`src/rtl/friscv_imem_loader.sv`:
```
// Streams a length-prefixed little-endian byte image into instruction memory
// and holds the core in reset until the whole image has been written.
module friscv_imem_loader #(
   parameter int ARCH             = 32,
   parameter int IMEM_ADDR_WIDTH  = 12,
   parameter int IMEM_DEPTH_WORDS = 1024
) (
   input  logic                       clk,
   input  logic                       rst,
   input  logic                       start_in,
   input  logic [7:0]                 byte_in,
   input  logic                       byte_valid_in,
   output logic                       byte_ready_out,
   output logic [IMEM_ADDR_WIDTH-1:0] imem_addr_out,
   output logic [ARCH-1:0]            imem_wdata_out,
   output logic                       imem_we_out,
   output logic                       core_rst_out,
   output logic                       done_out,
   output logic                       err_out
);

   typedef enum logic [2:0] {
      IDLE   = 3'd0,
      LEN_LO = 3'd1,
      LEN_HI = 3'd2,
      DATA   = 3'd3,
      WRITE  = 3'd4,
      DONE   = 3'd5,
      ERROR  = 3'd6
   } state_t;

   state_t                     state_q, state_d;
   logic [15:0]                count_q, count_d;
   logic [15:0]                word_idx_q, word_idx_d;
   logic [1:0]                 byte_idx_q, byte_idx_d;
   logic [23:0]                shift_q, shift_d;
   logic [IMEM_ADDR_WIDTH-1:0] addr_q, addr_d;
   logic [ARCH-1:0]            wdata_q, wdata_d;

   logic                       ready_s;
   logic                       xfer_s;
   logic [15:0]                new_count_s;
   logic [15:0]                word_idx_inc_s;

   assign ready_s        = (state_q == LEN_LO) || (state_q == LEN_HI) || (state_q == DATA);
   assign xfer_s         = byte_valid_in && ready_s;
   assign new_count_s    = {byte_in, count_q[7:0]};
   assign word_idx_inc_s = word_idx_q + 16'd1;

   always_comb begin
      state_d    = state_q;
      count_d    = count_q;
      word_idx_d = word_idx_q;
      byte_idx_d = byte_idx_q;
      shift_d    = shift_q;
      addr_d     = addr_q;
      wdata_d    = wdata_q;
      case (state_q)
         IDLE, DONE, ERROR: begin
            if (start_in) begin
               state_d    = LEN_LO;
               word_idx_d = 16'd0;
               byte_idx_d = 2'd0;
            end else begin
               state_d = state_q;
            end
         end
         LEN_LO: begin
            if (xfer_s) begin
               count_d[7:0] = byte_in;
               state_d      = LEN_HI;
            end else begin
               state_d = LEN_LO;
            end
         end
         LEN_HI: begin
            if (xfer_s) begin
               count_d = new_count_s;
               if (new_count_s == 16'd0) begin
                  state_d = DONE;
               end else if ({16'd0, new_count_s} > 32'(IMEM_DEPTH_WORDS)) begin
                  state_d = ERROR;
               end else begin
                  state_d = DATA;
               end
            end else begin
               state_d = LEN_HI;
            end
         end
         DATA: begin
            if (xfer_s) begin
               if (byte_idx_q == 2'd3) begin
                  // The fourth byte goes straight into the write word, not the shifter.
                  state_d    = WRITE;
                  byte_idx_d = 2'd0;
                  addr_d     = IMEM_ADDR_WIDTH'({word_idx_q, 2'b00});
                  wdata_d    = ARCH'({byte_in, shift_q});
               end else begin
                  byte_idx_d = byte_idx_q + 2'd1;
                  case (byte_idx_q)
                     2'd0:    shift_d[7:0]   = byte_in;
                     2'd1:    shift_d[15:8]  = byte_in;
                     2'd2:    shift_d[23:16] = byte_in;
                     default: shift_d        = shift_q;
                  endcase
               end
            end else begin
               state_d = DATA;
            end
         end
         WRITE: begin
            word_idx_d = word_idx_inc_s;
            if (word_idx_inc_s == count_q) begin
               state_d = DONE;
            end else begin
               state_d = DATA;
            end
         end
         default: begin
            state_d = IDLE;
         end
      endcase
   end

   always_ff @(posedge clk) begin
      if (rst) begin
         state_q    <= IDLE;
         count_q    <= 16'd0;
         word_idx_q <= 16'd0;
         byte_idx_q <= 2'd0;
         shift_q    <= 24'd0;
         addr_q     <= '0;
         wdata_q    <= '0;
      end else begin
         state_q    <= state_d;
         count_q    <= count_d;
         word_idx_q <= word_idx_d;
         byte_idx_q <= byte_idx_d;
         shift_q    <= shift_d;
         addr_q     <= addr_d;
         wdata_q    <= wdata_d;
      end
   end

   // Status outputs decode directly from the state register.
   assign byte_ready_out = ready_s;
   assign imem_we_out    = (state_q == WRITE);
   assign done_out       = (state_q == DONE);
   assign err_out        = (state_q == ERROR);
   assign core_rst_out   = (state_q != DONE);
   assign imem_addr_out  = addr_q;
   assign imem_wdata_out = wdata_q;

endmodule

```
`config.mk`:
```
export PLATFORM = sky130hd
export DESIGN_NAME = friscv_imem_loader
export DESIGN_NICKNAME = d
export VERILOG_FILES = /design/src/rtl/friscv_imem_loader.sv
export SDC_FILE = /design/constraint.sdc
export NUM_CORES = 1
export LEC_CHECK = 0
export BUFFER_PORTS_ARGS = -buffer_cell sky130_fd_sc_hd__buf_2
export CORE_ASPECT_RATIO = 0.6
export CORE_MARGIN = 2
export CORE_UTILIZATION = 60
export CTS_CLUSTER_DIAMETER = 50
export DETAILED_ROUTE_END_ITERATION = 10
export PLACE_DENSITY_LB_ADDON = 0.1
export RECOVER_POWER = 50
export SYNTH_ARGS = -nofsm -noshare
export SYNTH_HDL_FRONTEND = slang
export SYNTH_SLANG_ARGS = --single-unit
```
`constraint.sdc`:
```
create_clock -name clk -period 4.56 [get_ports clk]
set_input_delay 0.456 -clock clk [delete_from_list [all_inputs] [get_ports clk]]
set_output_delay 0.456 -clock clk [all_outputs]
set_load 0.005 [all_outputs]
```
==> results.tsv <==
stage	metric	value	unit
outcome	status	complete, but fails checks	
outcome	violations	capacitance limit, slew limit	
cts	cts_buffers	9	
floorplan	coreArea	7850	µm²
worst_setup_path	path_buf_inv	2	
worst_setup_path	critPathLaunchType	primary input	
layout	diodes	0	
power_and_ir_drop	power_density	388	nW/µm²
global_route	grt_use_total	27.0	%
yosys	syn_area	4860	µm²
layout	finalNonFillerCells	735	
yosys	ys_ff_latch	103	
placement	hpwl	7.81	mm
timing	finalSetupTns	0	ns
worst_setup_path	arrival	3.13	ns
worst_setup_path	worstPathRequired	4.75	ns
cts	h-tree-depth	3	
timing	post-route-period-util	64.5	%
placement	gp_congestion	0.849	
placement	dp_slack	2.23	ns
yosys	synth_top_area_share	42.5	%
global_route	grt_pass1_vias	3824	
yosys	yosysUniqueCellTypes	61	
cts	clkLatencyLatePin	0.35	ns
flow_run	maxCapViolCount	1	
floorplan	die_area	8850	µm²
yosys	syn_inst	597	
layout	fillCellCount	685	
detailed_routing	avgRoutedWirePerCell	15.6	µm
timing	hold_viol_final	0	
worst_setup_path	path_delay_family	buffers and inverters	
cts	root_buffer	clkbuf_16	
yosys	syn-mean-instance-area	8.13	µm²
power_and_ir_drop	ir_drop	0.304	mV
cts	clockBufferDepth	2	
cts	cts_resized	0	
worst_setup_path	worst-path-max-fanout	59	
min_path	hp-class	primary input to register	
worst_setup_path	cpPeakStageDelay	1.44	ns
timing	finalMaxSlewViolations	46	
global_route	grt_overflow_total	0	
cts	clock_sinks	103	
cts	ctsHoldBuffers	0	
power_and_ir_drop	p_leak	0.00197	µW
cts	cts_tree	built	
yosys	synth_top_flop_cell	dfxtp_1	
placement	dpl_cell_area	5040	µm²
floorplan	rows	25	
detailed_routing	routed-via-count	4262	
detailed_routing	ant_nets	0	
layout	syn_to_final_growth	8.81	%
layout	final_layout_size_suffix_gt1_share	12.3	%
worst_setup_path	cp-end-kind	register	
yosys	synth_seq_area_share	42.5	%
placement	dp.cells	719	
floorplan	die_w	120	µm
placement	io_buffers	58	
yosys	yosys_warnings	0	
cts	clk_pin_slew	0.07	ns
floorplan	die_h	73.7	µm
detailed_routing	drtIter0Drc	357	
layout	finalNetCount	639	
global_route	antenna_found_initial	0	
timing	finalSetupViolations	0	
floorplan	pin_count	61	
timing	rsz0062_at_grt	no	
timing	max_slew_margin	-36.6	%
timing	fin_skew	0.00847	ns
worst_setup_path	critical_path_class	primary input to register	
global_route	grt_pass1_wl	18.7	mm
global_route	grt_max_degree	60	
detailed_routing	drc	0	
layout	fin_area	5280	µm²
yosys	synth_edf_count	0	
yosys	synth.area.top_cells	dfxtp_1 42%, nand2_1 9.9%, a21oi_1 8.6%, mux2i_1 5.2%, nor2_1 4.3%	
detailed_routing	finalWirelength	11.5	mm
yosys	async_flop_share	0	%
yosys	synth_top_cell_by_area	dfxtp_1	
detailed_routing	routed_via_density	5.80	
detailed_routing	dr.pass1.iters	5	
floorplan	start_util	61.8	%
timing	whs	0.417	ns
worst_setup_path	cp_cell_sequence	clkbuf_1 -> clkbuf_2 -> nor2_1	
timing	fin_ws	1.62	ns
timing	tightest_slew	2.05	ns
cts	post-cts-setup-buffers	0	
worst_setup_path	crit_slowest_cell	clkbuf_1	
timing	period_minus_slack	2.94	ns
timing	timing.fmax	0.340	GHz
## worst paths after layout
path / from / end / slack (ns) / cells after the start
setup reg to reg: word_idx_q[0] / state_q[1] / 1.95 / 6
hold reg to reg: shift_q[6] / imem_wdata_out[6] / 0.45 / 2
hold / removal: byte_in[7] / count_q[7] / 0.42 / 3
setup / recovery: rst / word_idx_q[1] / 1.62 / 3
## layout by cell type (no fill, tap or decap), types with 5 or more instances in the layout
| master | netlist | routed |
|---|---|---|
| a21oi_1 | 83 | 83 |
| and2_1 | 6 | 6 |
| buf_2 | 10 | 42 |
| clkbuf_1 | 26 | 17 |
| clkbuf_16 | 0 | 9 |
| dfxtp_1 | 103 | 103 |
| ha_1 | 5 | 5 |
| mux2i_1 | 25 | 25 |
| nand2_1 | 128 | 128 |
| nand3_1 | 10 | 11 |
| nand4_1 | 6 | 6 |
| nor2_1 | 55 | 55 |
| nor3_1 | 10 | 11 |
| o21ai_0 | 17 | 17 |
| or3_1 | 5 | 5 |
| xnor2_1 | 11 | 11 |
| xor2_1 | 10 | 10 |
## metal layers
layer  global-route usage, %  up-vias  wire, µm  share of wire, %
met5                       0        -         0                 0
met4                    6.41        0        85              0.74
met3                    8.07       10       847               7.4
met2                    40.1      154      5050                44
met1                    38.6     2031      5480                48
li1                        -     2067         -                 -
## tightest hold or removal path, stage by stage
cell and delay (ns):
buf_2 0.15, nand2_1 0.07, a21oi_1 0.05
## registers in the layout, indices dropped and copies added, names as in the netlist
signal and flops:
state_q 3, word_idx_q 16, byte_idx_q 2, shift_q 24
imem_wdata_out 32, imem_addr_out 10, count_q 16
## area by class of cell
class | count | area (µm²) | share of cell area (%)
clock inverters | 6 | 66.3 | 1.26
repair buffers | 60 | 283 | 5.35
well taps | 108 | 135 | 2.56
multi-input cells | 442 | 2490 | 47.1
inverters | 6 | 22.5 | 0.426
clock buffers | 10 | 229 | 4.33
flip-flops and latches | 103 | 2060 | 39.0
## power breakdown
group          total (µW)  switching (µW)  internal (µW)
clock                 777             347            430
combinational         293             177            116
sequential            982            53.9            928
## kinds of logic (layout without fill, tap and decap cells)
family          Yosys count  in the layout  synth area share (%)
buf+inv                  53             82                  5.90
simple gates            260            260                  25.6
xor+xnor                 22             22                  4.12
mux                      25             25                  5.15
fa+ha+maj                 5              5                  1.29
flops                   103            103                  42.5
compound gates          128            128                  15.4
other cells               1              2                0.0772
## synthesized netlist by cell type (all sizes together), types with 2 or more instances
| cell | number |
|---|---|
| nor3b | 4 |
| xor2 | 11 |
| and2 | 6 |
| nor3 | 11 |
| mux2i | 25 |
| buf | 21 |
| nand2 | 129 |
| xnor2 | 11 |
| a21o | 4 |
| nand3b | 3 |
| dfxtp | 103 |
| and3 | 4 |
| inv | 6 |
| nand3 | 12 |
| a211oi | 4 |
| o31ai | 2 |
| nor2b | 4 |
| nor4 | 6 |
| a2111oi | 2 |
| a31oi | 4 |
| or3 | 5 |
| ha | 5 |
| nand4 | 8 |
| a21oi | 84 |
| or2 | 2 |
| o21ai | 19 |
| or4 | 3 |
| clkbuf | 26 |
| or2b | 2 |
| nand2b | 4 |
| nor2 | 55 |
## per-stage QoR
stage,utilization (%),total power (µW)
after detailed placement,64.1,1290
after CTS,67.9,2060
after floorplan,-,1230
after global routing,67.3,2140
final,67.3,2050
after global placement,64.1,1280
Power figures use the tool's default switching activity.
